$ cat config.mk
export PLATFORM = sky130hd
export DESIGN_NAME = bus_resp
export DESIGN_NICKNAME = d
export VERILOG_FILES = /design/src/rtl/bus_resp.sv
export SDC_FILE = /design/constraint.sdc
export NUM_CORES = 1
export LEC_CHECK = 0
export ABC_AREA = 1
export CELL_PAD_IN_SITES_DETAIL_PLACEMENT = 1
export CELL_PAD_IN_SITES_GLOBAL_PLACEMENT = 2
export CORE_ASPECT_RATIO = 1.1
export CORE_MARGIN = 2
export CORE_UTILIZATION = 18
export DETAILED_ROUTE_END_ITERATION = 10
export GPL_ROUTABILITY_DRIVEN = 0
export GPL_TIMING_DRIVEN = 0
export PLACE_DENSITY_LB_ADDON = 0.1
export RECOVER_POWER = 25
export SLEW_MARGIN = 10
export SYNTH_ARGS = -nofsm -noshare
export SYNTH_HDL_FRONTEND = slang
export SYNTH_SLANG_ARGS = --single-unit
$ cat constraint.sdc
create_clock -name clk -period 2.93 [get_ports clk]
set_input_delay 0.586 -clock clk [delete_from_list [all_inputs] [get_ports clk]]
set_output_delay 0.586 -clock clk [all_outputs]
set_load 0.01 [all_outputs]
$ cat src/rtl/bus_resp.sv
// Master-side response collector: latches the one-hot slave select, waits for that slave's ack,
// returns its read data with a one-cycle M_ack. Optional timeout via BUS_RESP_TIMEOUT_EN.
module bus_resp #(
    parameter int DATA_W  = 32,
    parameter int TIMEOUT = 15
) (
    input  logic              clk,
    input  logic              reset,
    input  logic              M_req,
    input  logic              M_wr,
    input  logic              S0_sel,
    input  logic              S1_sel,
    input  logic              S2_sel,
    input  logic              S3_sel,
    input  logic              S0_ack,
    input  logic              S1_ack,
    input  logic              S2_ack,
    input  logic              S3_ack,
    input  logic [DATA_W-1:0] S0_dout,
    input  logic [DATA_W-1:0] S1_dout,
    input  logic [DATA_W-1:0] S2_dout,
    input  logic [DATA_W-1:0] S3_dout,
    output logic [DATA_W-1:0] M_din,
    output logic              M_ack,
    output logic              M_err,
    output logic              M_busy
);

    // Handshake: M_req is sampled only in IDLE; M_ack is a single-cycle pulse that
    // carries M_err and M_din, and the master may not issue a new request before it.

    typedef enum logic [1:0] {IDLE, WAIT, RESP, ERR} state_t;

    state_t      state;
    logic [3:0]  sel_q;
    logic        wr_q;
    logic [3:0]  req_sel;
    logic [3:0]  ack_vec;
    logic        req_one_hot;
    logic        sel_ack;
    logic [DATA_W-1:0] sel_dout;

    if (TIMEOUT < 1 || TIMEOUT > 255) begin : g_timeout_range
        $error("bus_resp: TIMEOUT must be within 1..255");
    end

    assign req_sel     = {S3_sel, S2_sel, S1_sel, S0_sel};
    assign ack_vec     = {S3_ack, S2_ack, S1_ack, S0_ack};
    assign req_one_hot = (req_sel != 4'd0) && ((req_sel & (req_sel - 4'd1)) == 4'd0);
    // Only the latched slave's ack can complete the access.
    assign sel_ack     = |(sel_q & ack_vec);

    always_comb begin
        sel_dout = '0;
        case (sel_q)
            4'b0001: sel_dout = S0_dout;
            4'b0010: sel_dout = S1_dout;
            4'b0100: sel_dout = S2_dout;
            4'b1000: sel_dout = S3_dout;
            default: sel_dout = '0;
        endcase
    end

`ifdef BUS_RESP_TIMEOUT_EN
    localparam logic [7:0] CNT_LAST = 8'(TIMEOUT - 1);
    logic [7:0] cnt;
`endif

    always_ff @(posedge clk) begin
        if (reset) begin
            state  <= IDLE;
            sel_q  <= 4'd0;
            wr_q   <= 1'b0;
            M_din  <= '0;
            M_ack  <= 1'b0;
            M_err  <= 1'b0;
            M_busy <= 1'b0;
`ifdef BUS_RESP_TIMEOUT_EN
            cnt    <= 8'd0;
`endif
        end else begin
            case (state)
                IDLE: begin
                    M_ack <= 1'b0;
                    M_err <= 1'b0;
                    M_din <= '0;
                    if (M_req) begin
                        M_busy <= 1'b1;
                        if (req_one_hot) begin
                            sel_q <= req_sel;
                            wr_q  <= M_wr;
`ifdef BUS_RESP_TIMEOUT_EN
                            cnt   <= 8'd0;
`endif
                            state <= WAIT;
                        end else begin
                            // Decode error answers immediately from the ERR state.
                            M_ack <= 1'b1;
                            M_err <= 1'b1;
                            state <= ERR;
                        end
                    end
                end
                WAIT: begin
                    if (sel_ack) begin
                        M_din <= wr_q ? '0 : sel_dout;
                        M_ack <= 1'b1;
                        M_err <= 1'b0;
                        state <= RESP;
`ifdef BUS_RESP_TIMEOUT_EN
                    end else if (cnt == CNT_LAST) begin
                        M_din <= '0;
                        M_ack <= 1'b1;
                        M_err <= 1'b1;
                        state <= RESP;
                    end else begin
                        cnt <= cnt + 8'd1;
`endif
                    end
                end
                RESP, ERR: begin
                    M_din  <= '0;
                    M_ack  <= 1'b0;
                    M_err  <= 1'b0;
                    M_busy <= 1'b0;
                    state  <= IDLE;
                end
                default: state <= IDLE;
            endcase
        end
    end

endmodule
======== After elaboration in Yosys (flattened, before gate mapping) ========
Cells that the tools add are included.
word-level totals
  register bits ........................... 42
  output and inout port bits .............. 35
  bits of input ports ..................... 140
  logic and storage cells ................. 46
operators by class
  eq/ne operators ......................... 9
  reductions and logical operators ........ 11
  add/subtract/negate cells ............... 1
  bitwise gates (word level) .............. 2
  multiplexer cells ....................... 16
operators with widths
  cell                 number
  $pmux 32 s4          1
  $mux 32              2
  $pmux 32 s2          1
  $and 4x4->4          2
  $mux 2               3
  $pmux 1 s3           2
  $pmux 2 s3           1
  $mux 1               5
  $eq 2x2->1 const B   2
  $eq 4x1->1 const B   1
  $eq 4x2->1 const B   1
  $eq 4x3->1 const B   1
  $eq 4x4->1 const B   1
  $logic_not 4->1      1
  $ne 2x2->1 const B   2
  $reduce_and 2->1     2
  $reduce_bool 4->1    1
  $reduce_or 4->1      1
  $sub 4x1->4 const B  1
  $reduce_and 3->1     1
  $reduce_or 3->1      1
  $eq 2x1->1 const B   1
  $logic_not 2->1      1
  $pmux 1 s2           1
  3 further kinds      3

======== Longest topological paths before layout ========
  depth after elaboration ................. 7
  depth in mapped cells ................... 9
  gate-level depth less buffers ........... 8

======== Worst setup path before layout ========
No wires, ideal clock.
  path type ............................... input -> register
  from .................................... in S1_sel
  to ...................................... reg sel_q[0]
  data required time ...................... 2.866 ns
  setup slack ............................. 1.474 ns
  stages .................................. 7
  data arrival time ....................... 1.393 ns
  setup time .............................. 0.064 ns
  path through ............................ nand2_1 > inv_1 > o22ai_1 > nand3_1 > nand2_1 > inv_1 > nor2_1
on the way
  longest elaborated chain between the ends .. 5
  elaborated cells on any way between the ends .. 6
  those cells by class .................... add/sub (1); bitwise (1); reduce/logical (4)
ends and longest elaborated chain
  what                                   RTL line  source
  start: declaration                     12        input logic S1_sel,
  $sub 4x1->4                            49        assign req_one_hot = (req_sel != 4'd0) && ((req_sel & (req_sel - 4'd1)) == 4'd0);
  $and 4x4->4                            49
  $logic_not 4->1                        49
  $logic_and 1x1->1 (*)                  49
  $reduce_and 3->1 (no source line) (*)  n/a
  end signal: assignment                 90        sel_q <= req_sel;
  end: declaration                       35        logic [3:0] sel_q;
Mark *: on every way between the ends. The rest lies on a longest branch, timed or not.
A chain may end at the register's enable or synchronous reset.

======== Worst setup path in the final report ========
  from .................................... in S3_ack
  to ...................................... reg M_din[25]
on the way
  longest elaborated chain between the ends .. 3
ends and longest elaborated chain
  what                         RTL line  source
  start: declaration           18        input logic S3_ack,
  $and 4x4->4                  51        assign sel_ack = |(sel_q & ack_vec);
  $reduce_or 4->1              51
  $ne 2x2->1 (no source line)  n/a
  end signal: assignment       106       M_din <= wr_q ? '0 : sel_dout;
  end: declaration             23        output logic [DATA_W-1:0] M_din,
No other way between the ends.

==> metrics <==
status finished clean; Max rail drop VDD 146 µV; Die Wd 120 µm; Fin Hold WS 462 ps; Leak Pwr 1.77 nW; Overflow after GRT 0; PostCTS Resize Cnt 0; Post-CTS Setup Repair Bufs 0; critical path startpoint category primary input; cell with the most instances after synthesis nand3_1; post-route ant nets 0; top cells by area, synth dfxtp_1, nand3_1, nand2_1; Vias/cell 4.65; setup violators final 0; setup_tns 0 ps; hpwl dp 11600 µm; Synth top cells by count nand3_1, nand2_1, dfxtp_1; total length of routed wires 15300 µm; first-pass GRT wire length 23600 µm; Worst Hold Depth 2; Worst Tran Pin Value roughly 850 ps; core area 0.0144 mm²; Mapped Area 0.00267 mm²; Clock Path Buffers 2; Cell Chain, Critical Path clkdlybuf4s50_1, nand2_1, inv_1, nor2_1, nand2_1, inv_2, buf_2, nand2_1, a21oi_1; CTS tree done; Net Count, Synth 567; Clock Skews 7.93 ps; R2R setup slack 1030 ps; YS warnings 0; RR Endpoint M_din[16]; Area Overhead vs Synth 78.9%; Min-Delay Path Class flip-flop to flip-flop; die area 0.0158 mm²; Initial DRT Pass Iterations 4; met2 WL post-DR 7650 µm; RSZ-0062 raised after global routing false; Die Y 132 µm; R2R cell count 7; Synth top area share 31.5%; vias 3717; pwr/cell area between 300 and 400 mW/mm²; Clock transition at path regs roughly 60 ps; Clock Sinks 42; I/O pin cnt 175; ANT cells 0; WS Path Type primary input to flip-flop; fill count 1791; Root Driver clkbuf_16; initial core utilization 18.5%; Worst path most repeated cell nand2_1; share of cells above drive strength 1 under 10%; largest net degree at the start of global routing 12; worst skew pair latency 300 ps; Worst slew margin 43.2%; dpl cells 792; synthesized area per cell 6.25 µm²; post-synthesis cell count 427; worst hold endpoint M_din[24]; Netlist cell types 18; Synth async-reset ratio 0%; minimum clock period 1910 ps; reg2reg start sel_q[1]; Port Buf Inserts 173; hold buffers post-CTS 0; Crit Path Max Fanout 10; ratio of final minimum period to clock period 65.3%; dominant cell type by area after synthesis dfxtp_1; vias in the first global route 4010; hold_sp M_din[24]; DRC Markers 0; Synth Flop Type dfxtp_1; slowest CP cell clkdlybuf4s50_1; Post-synth EDFFs 0; max-cap viol count 0; final hold viol count 0; Seq cells post-synth 42; nets ~750; Worst EP required 3150 ps; WP data arrival 2130 ps; DR WL met3 832 µm; Rows 46; max incr delay on CP 410 ps; H-Tree Depth 2; Cell Count, Final, Fillers Out 799; max layer used met4; gr usage total 19.5%; sequential-to-total area share from yosys stat 31.5%; average wire per standard cell between 15 and 20 µm; Slew Viols, Final 0; fmax 0.522 GHz; CTS Buf Count 5; Worst setup EP type flip-flop; initial antenna violation count 0; WL met1 6530 µm; initial drt markers 142
==> power by group <==
group	switching [mW]	internal, mW
clock	0.238	0.312
combinational	0.359	0.280
sequential	0.0157	0.589
total	0.614	1.18
==> critical path: cells and delay by family <==
kind | cells | cell delay, ps
buffers and inverters | 4 | 920
AND/OR/NAND/NOR | 4 | 480
AO/OA/AOI/OAI | 1 | 150
==> worst max path at each step <==
stage          startpoint         to  slack (ps)  cells past startpoint
2_1_floorplan      S1_sel   sel_q[0]        1470                      7
4_1_cts            S3_ack   M_din[5]         960                      9
5_1_grt            S1_ack  M_din[25]         780                      9
6_report           S3_ack  M_din[25]        1020                      9
3_3_place_gp       S2_ack   M_din[4]         700                      9
3_5_place_dp       S3_ack   M_din[5]         640                      9
==> logic make-up (layout without fill, tap and decap cells) <==
kind of cell           count (synthesis)  in the layout  synth area share (%)
flip-flops                            42             42                  31.5
buffers and inverters                 62            242                  9.94
AND/OR/NAND/NOR                      285            285                  51.1
AO/OA/AOI/OAI                         38             38                  7.41
==> area by class of cell <==
type / instances / area (µm²) / area share (%)
multi-input cells: 323 / 1560 / 32.7
well taps: 192 / 240 / 5.03
flip-flops and latches: 42 / 841 / 17.6
clock buffers: 7 / 133 / 2.78
inverters: 25 / 93.8 / 1.97
plain buffers: 37 / 171 / 3.59
repair buffers: 173 / 1730 / 36.3
==> state kept, by name, summed over array words and instances (netlist names) <==
name    cells
M_busy      1
M_ack       1
M_din      32
M_err       1
wr_q        1
sel_q       4
state       2
==> per-stage QoR <==
stage / utilization [%] / power (mW) / cell area (µm²) / worst slack (ps)
3_3_place_gp: 32.1 / 1.26 / 4640 / 697
3_5_place_dp: 32.1 / 1.26 / 4640 / 643
2_1_floorplan: - / 0.900 / 2670 / 1470
5_1_grt: 33.0 / 1.91 / 4770 / 784
4_1_cts: 33.0 / 1.83 / 4770 / 964
6_report: 33.0 / 1.79 / 4770 / 1020
==> per-layer routing <==
| layer | GRT usage [%] | vias to the layer above |
|---|---|---|
| li1 | - | 1833 |
| met1 | 23.7 | 1752 |
| met2 | 34.7 | 118 |
| met3 | 4.25 | 14 |
| met4 | 4.77 | 0 |
| met5 | 0 | - |
==> layout by cell type (no fill, tap or decap), drive strengths merged <==
master | synthesis | routed
a21oi | 35 | 35
a31o | 1 | 1
buf | 25 | 25
clkbuf | 12 | 19
clkdlybuf4s50 | 0 | 155
dfxtp | 42 | 42
dlygate4sd3 | 0 | 18
inv | 25 | 25
nand2 | 95 | 95
nand3 | 129 | 129
nand4 | 37 | 37
nor2 | 22 | 22
nor3 | 1 | 1
o22ai | 1 | 1
o31ai | 1 | 1
or2 | 1 | 1
Power figures use the tool's default switching activity.
